[config.mk]
export PLATFORM = sky130hd
export DESIGN_NAME = register_file
export DESIGN_NICKNAME = d
export VERILOG_FILES = /design/src/rtl/register_file.sv
export SDC_FILE = /design/constraint.sdc
export NUM_CORES = 2
export LEC_CHECK = 0
export CORE_MARGIN = 8
export CORE_UTILIZATION = 45
export CTS_BUF_LIST = sky130_fd_sc_hd__clkbuf_4
export CTS_CLUSTER_DIAMETER = 30
export DETAILED_ROUTE_END_ITERATION = 8
export GPL_ROUTABILITY_DRIVEN = 0
export MAX_ROUTING_LAYER = met4
export PLACE_DENSITY = 0.65
export SLEW_MARGIN = 20
export SYNTH_ARGS = -nofsm -noshare
export SYNTH_HDL_FRONTEND = slang
export SYNTH_SLANG_ARGS = --single-unit
[constraint.sdc]
create_clock -name clk -period 7 [get_ports clk]
set_input_delay 1.4 -clock clk [delete_from_list [all_inputs] [get_ports clk]]
set_output_delay 1.4 -clock clk [all_outputs]
set_load 0.01 [all_outputs]
[src/rtl/register_file.sv]
// Multi-port architectural register file: NUM_RD_PORTS combinational reads, one synchronous write, r0 hardwired to zero.
// Optional same-cycle write-to-read forwarding is enabled by defining REGFILE_BYPASS_EN.
module register_file #(
  parameter int DATA_WIDTH   = 32,
  parameter int NUM_REGS     = 32,
  parameter int NUM_RD_PORTS = 2,
  localparam int ADDR_W      = $clog2(NUM_REGS)
) (
  input  logic                             clk,
  input  logic                             rst,
  input  logic                             i_wr_enable,
  input  logic [ADDR_W-1:0]                i_wr_addr,
  input  logic [DATA_WIDTH-1:0]            i_wr_data,
  input  logic [NUM_RD_PORTS*ADDR_W-1:0]   i_rd_addr,
  output logic [NUM_RD_PORTS*DATA_WIDTH-1:0] o_rd_data
);

  logic [DATA_WIDTH-1:0] view_s [NUM_REGS];

  assign view_s[0] = {DATA_WIDTH{1'b0}};

  for (genvar g = 1; g < NUM_REGS; g++) begin : g_entry
    logic [DATA_WIDTH-1:0] entry_r;
    logic                  hit_s;

    assign hit_s     = i_wr_enable && (i_wr_addr == ADDR_W'(g));
    assign view_s[g] = entry_r;

    // Storage entry: reset has priority over a same-cycle write.
    always_ff @(posedge clk) begin
      if (rst) begin
        entry_r <= {DATA_WIDTH{1'b0}};
      end else if (hit_s) begin
        entry_r <= i_wr_data;
      end else begin
        entry_r <= entry_r;
      end
    end
  end

  for (genvar k = 0; k < NUM_RD_PORTS; k++) begin : g_rd
    logic [ADDR_W-1:0]     addr_s;
    logic [DATA_WIDTH-1:0] data_s;

    assign addr_s = i_rd_addr[k*ADDR_W +: ADDR_W];
    assign o_rd_data[k*DATA_WIDTH +: DATA_WIDTH] = data_s;

    // Read mux; view_s[0] is constant zero so r0 needs no special case here.
    always_comb begin
      data_s = view_s[addr_s];
`ifdef REGFILE_BYPASS_EN
      if (i_wr_enable && !rst && (addr_s != {ADDR_W{1'b0}}) && (addr_s == i_wr_addr)) begin
        data_s = i_wr_data;
      end else begin
        data_s = view_s[addr_s];
      end
`endif
    end
  end

endmodule

# Yosys cells after proc, flatten, opt, wreduce, memory -nomap -nowiden
# Index checks and enable logic that the tools add are counted.
[word_totals]
romBits = 0
inputBits = 50
ff_bits = 992
ram_bits = 0
latch_bits = 0
n_memories = 0
[op_classes]
bitwise = 2
n_lt_le_gt_ge = 2
div = 0
n_shift = 0
multipliers = 0
n_eq_ne = 31
mux = 6
addsub = 0
n_reduce_logical = 31
[ops]
columns = ["op", "n"]
rows = [
  ["binary-select mux 32 bit (select 5 bit)", 2],
  ["two-way mux 32 bit", 4],
  ["equality test 5 bit (second input constant)", 16],
  ["equality test 5 x 4 -> 1 bit (second input constant)", 8],
  ["logical AND 1 bit", 31],
  ["equality test 5 x 3 -> 1 bit (second input constant)", 4],
  ["greater-or-equal comparator 6 bit (second input constant)", 2],
  ["NOT 5 -> 6 bit", 2],
  ["equality test 5 x 2 -> 1 bit (second input constant)", 2],
  ["equality test 5 x 1 -> 1 bit (second input constant)", 1],
]

# Logic depth before layout (Yosys ltp)
[logic_depth]
word_depth = 4
ltp_mapped = 9

# Least setup slack after synthesis
# Ideal clock, no wire load.
[synth_path]
path_type = "in2out"
startpoint = "input i_rd_addr[1]"
endpoint = "output o_rd_data[10]"
stages = 7
arrival_time_ns = 2.811
setup_slack_ns = 2.789
n_path_buf = 2
t_required_ns = 5.600
path_cell_list = "buf_2 -> clkbuf_1 -> mux2_2 -> a221oi_1 -> nor3_1 -> a31oi_1 -> nand3_1"
[synth_between]
elab_chain_cells = 4
[synth_rtl]
columns = ["element", "line_no", "rtl"]
rows = [
  ["from (decl)", "14", "input logic [NUM_RD_PORTS*ADDR_W-1:0] i_rd_addr,"],
  ["NOT 5 -> 6 bit (implied by the code)", "50", "data_s = view_s[addr_s];"],
  ["binary-select mux 32 bit (select 5 bit)", "50", ""],
  ["two-way mux 32 bit (implied by the code) (2 in series)", "50", ""],
  ["to (decl)", "15", "output logic [NUM_RD_PORTS*DATA_WIDTH-1:0] o_rd_data"],
]
# Every way passes these cells. The select of a mux whose other input is x is not followed.

# Worst setup path in the final report
[layout_path]
startpoint = "input i_rd_addr[9]"
endpoint = "output o_rd_data[53]"
# The elaborated chain is that of the path after synthesis.

==> results.toml <==
[status]
status = "finished, final reports clean"

[min_path]
hp-class = "reg2reg"

[power]
power.net_switching_mw = 3.51
p_int_mw = 8.95
finalPower_mw = 12.5
sw_frac_of_total_pct = 28.2
power_frac_comb_pct = 11.2
power_density_nw_per_um2 = 219
leakage_nw = 20.3
power_frac_clock_pct = 42.9
ir_worst_vdd_mv = 0.134
power_frac_seq_pct = 45.9

[route]
ant_nets = 0
vias_per_cell = 6.13
num_vias = 50259
first_pass_iters = 6
wl_per_cell_um = 24.3
drt_iter0_markers = 7560
drc = 0
routed_wl_mm = 199

[synthesis]
netlist_instances = 6580
synth_fp_nets = 6630
synth.area.top_cells = "dfxtp_1, nand2_1, mux2i_1"
async_flop_share_pct = 0
synth_ff_type = "dfxtp_1"
ys_seq_elements = 992
synth-seq-area-share_pct = 38.7
synth_top_cell_by_area = "dfxtp_1"
ys_types = 29
synth_edf_count = 0
synth_top_area_share_pct = 38.7
netlist_area_sq_um = 51300
ys_warn_count = 0
avgSynthCellArea_sq_um = 7.80

[cts]
clk_latency_ps = 1170
cts_buffers = 292
cts_max_level = 5
ctsRootBufferMaster = "clkbuf_4"
post-cts-setup-buffer-count = 0
cts_resized = 0
numClockSinks = 992
cts_hold_buf = 0
cts_max_path_buffers = 4
cts_tree = "built"
clkSlewWorstSetupHoldPaths_ps = 60

[layout]
finish.utilization_pct = 49.9
regMostFlops = "g_entry.entry_r"
num-nets-final = 6555
synthToLayoutAreaGrowth_pct = 10.7
fin_area_sq_um = 56800
largest_reg_flops = 992
fill_cells = 10913
largestRegisters = "g_entry.entry_r (992)"
drive_gt1_share_pct = 12.0

[timing]
finalSetupTns_ps = 0
fin_crit_sh_pct = 85.2
finClkSkew_ps = 0
layout_min_cycle_time_ps = 5960
fmax_ghz = 0.168
rsz0062_at_grt = "no"
report.final.hold_viol_count = 0
tightest_slew_ps = 1330
slew_violations = 0
finalSetupViolCount = 0
maxSlewHeadroom_pct = 11.4

[placement]
dp_hpwl_mm = 118
numPortBuffers = 113
dpl_cell_area_sq_um = 53300

[global_routing]
overflow = 0
antenna_found_initial = 10
grt_util_all_layers_pct = 30.8
grt_use_met2_pct = 44.3
busiest_layer = "met2"
grt_max_degree = 208
grt_first_pass_wirelength_mm = 295
grt_use_met1_pct = 40.0
grt_pass1_vias = 46875
use_met3_pct = 9.37

[setup_path]
critical-path-max-stage-delay_ps = 870
cpMostUsedCell = "clkdlybuf4s50_1"
cp_data_required_time_ps = 5600
cp-end-kind = "output pin"
worstPathMaxFanout = 32
crit_chain = "clkdlybuf4s50_1, buf_4, or2_2, nor3_1, a31oi_1, nand3_1, clkdlybuf4s50_1"
startpoint_type = "input port"
slowest_stage = "or2_2"
critical_path_class = "in2out"
worstPathArrival_ps = 4560

[die]
io_pins = 114
row_count = 124
dieArea_sq_um = 125000
start_util_pct = 45.1
core_sq_um = 114000
die_h_um = 354
die_w_um = 354

[run]
max_cap_violations = 0
==> through the flow <==
stage	hold WS, ps	instances	worst slack [ps]
2_1_floorplan	442	6580	2790
3_3_place_gp	449	7717	1240
3_5_place_dp	458	7719	1230
4_1_cts	466	8188	1240
5_1_grt	483	8205	1040
6_report	467	8205	1040
==> cell type report <==
type                       instances  area, sq um  area share [%]
multi-input combinational       4936        28900            50.9
sequential                       992        19900            35.0
clock buffer                     404         3030            5.34
timing repair buffer             283         2680            4.71
tap                             1512         1890            3.33
clock inverter                    65          394           0.694
antenna                           13         32.5          0.0573
==> logic make-up (layout without fill, tap and decap cells) <==
family	Yosys count	count (layout)	synth area share, %
mux	896	896	19.2
other cells	0	13	0
simple gates	2536	2536	20.0
flops	992	992	38.7
buf+inv	652	752	5.52
compound gates	1504	1504	16.5
==> critical path: cells and delay by family <==
family / cells / cell delay [ps]
compound gates: 1 / 610
simple gates: 3 / 1370
buf+inv: 3 / 1130
==> final timing paths <==
kind	from	end	slack, ps	cells past startpoint
max	i_rd_addr[9]	o_rd_data[53]	1040	7
min	g_entry[6].entry_r[15]$_SDFFE_PP0P_	g_entry[6].entry_r[15]$_SDFFE_PP0P_	470	2
max reg2reg	g_entry[23].entry_r[29]$_SDFFE_PP0P_	g_entry[23].entry_r[29]$_SDFFE_PP0P_	6270	2
min reg2reg	g_entry[6].entry_r[15]$_SDFFE_PP0P_	g_entry[6].entry_r[15]$_SDFFE_PP0P_	470	2
==> layer usage <==
layer / wire length [um] / part of all wire (%)
met5: 0 / 0
met4: 8750 / 4.4
met3: 26000 / 13
met2: 85400 / 43
met1: 79000 / 40
==> synth_stat cells (65+ instances only) <==
cell	n
nand3_1	192
nor2b_1	74
mux2i_1	768
clkbuf_1	405
dfxtp_1	992
a21oi_1	1120
nand2_1	2147
nor3_1	65
buf_2	199
a22oi_1	256
==> cell usage in the layout (no fill, tap or decap), drive strengths merged, types with 76 or more instances in the layout <==
cell           instances
nand2               2148
a21oi               1120
dfxtp                992
mux2i                768
clkbuf               407
a22oi                256
nand3                192
buf                  179
clkdlybuf4s50        101
nor3                  76
==> power by group through the flow <==
stage / clock (mW) / sequential (mW) / combinational, mW
after floorplan: 0 / 5.83 / 0.807
after global placement: 0 / 5.84 / 1.34
after detailed placement: 0 / 5.84 / 1.34
after CTS: 5.41 / 5.72 / 1.34
after global routing: 5.74 / 5.72 / 1.43
final: 5.35 / 5.72 / 1.40
(Power assumes the default switching activity.)
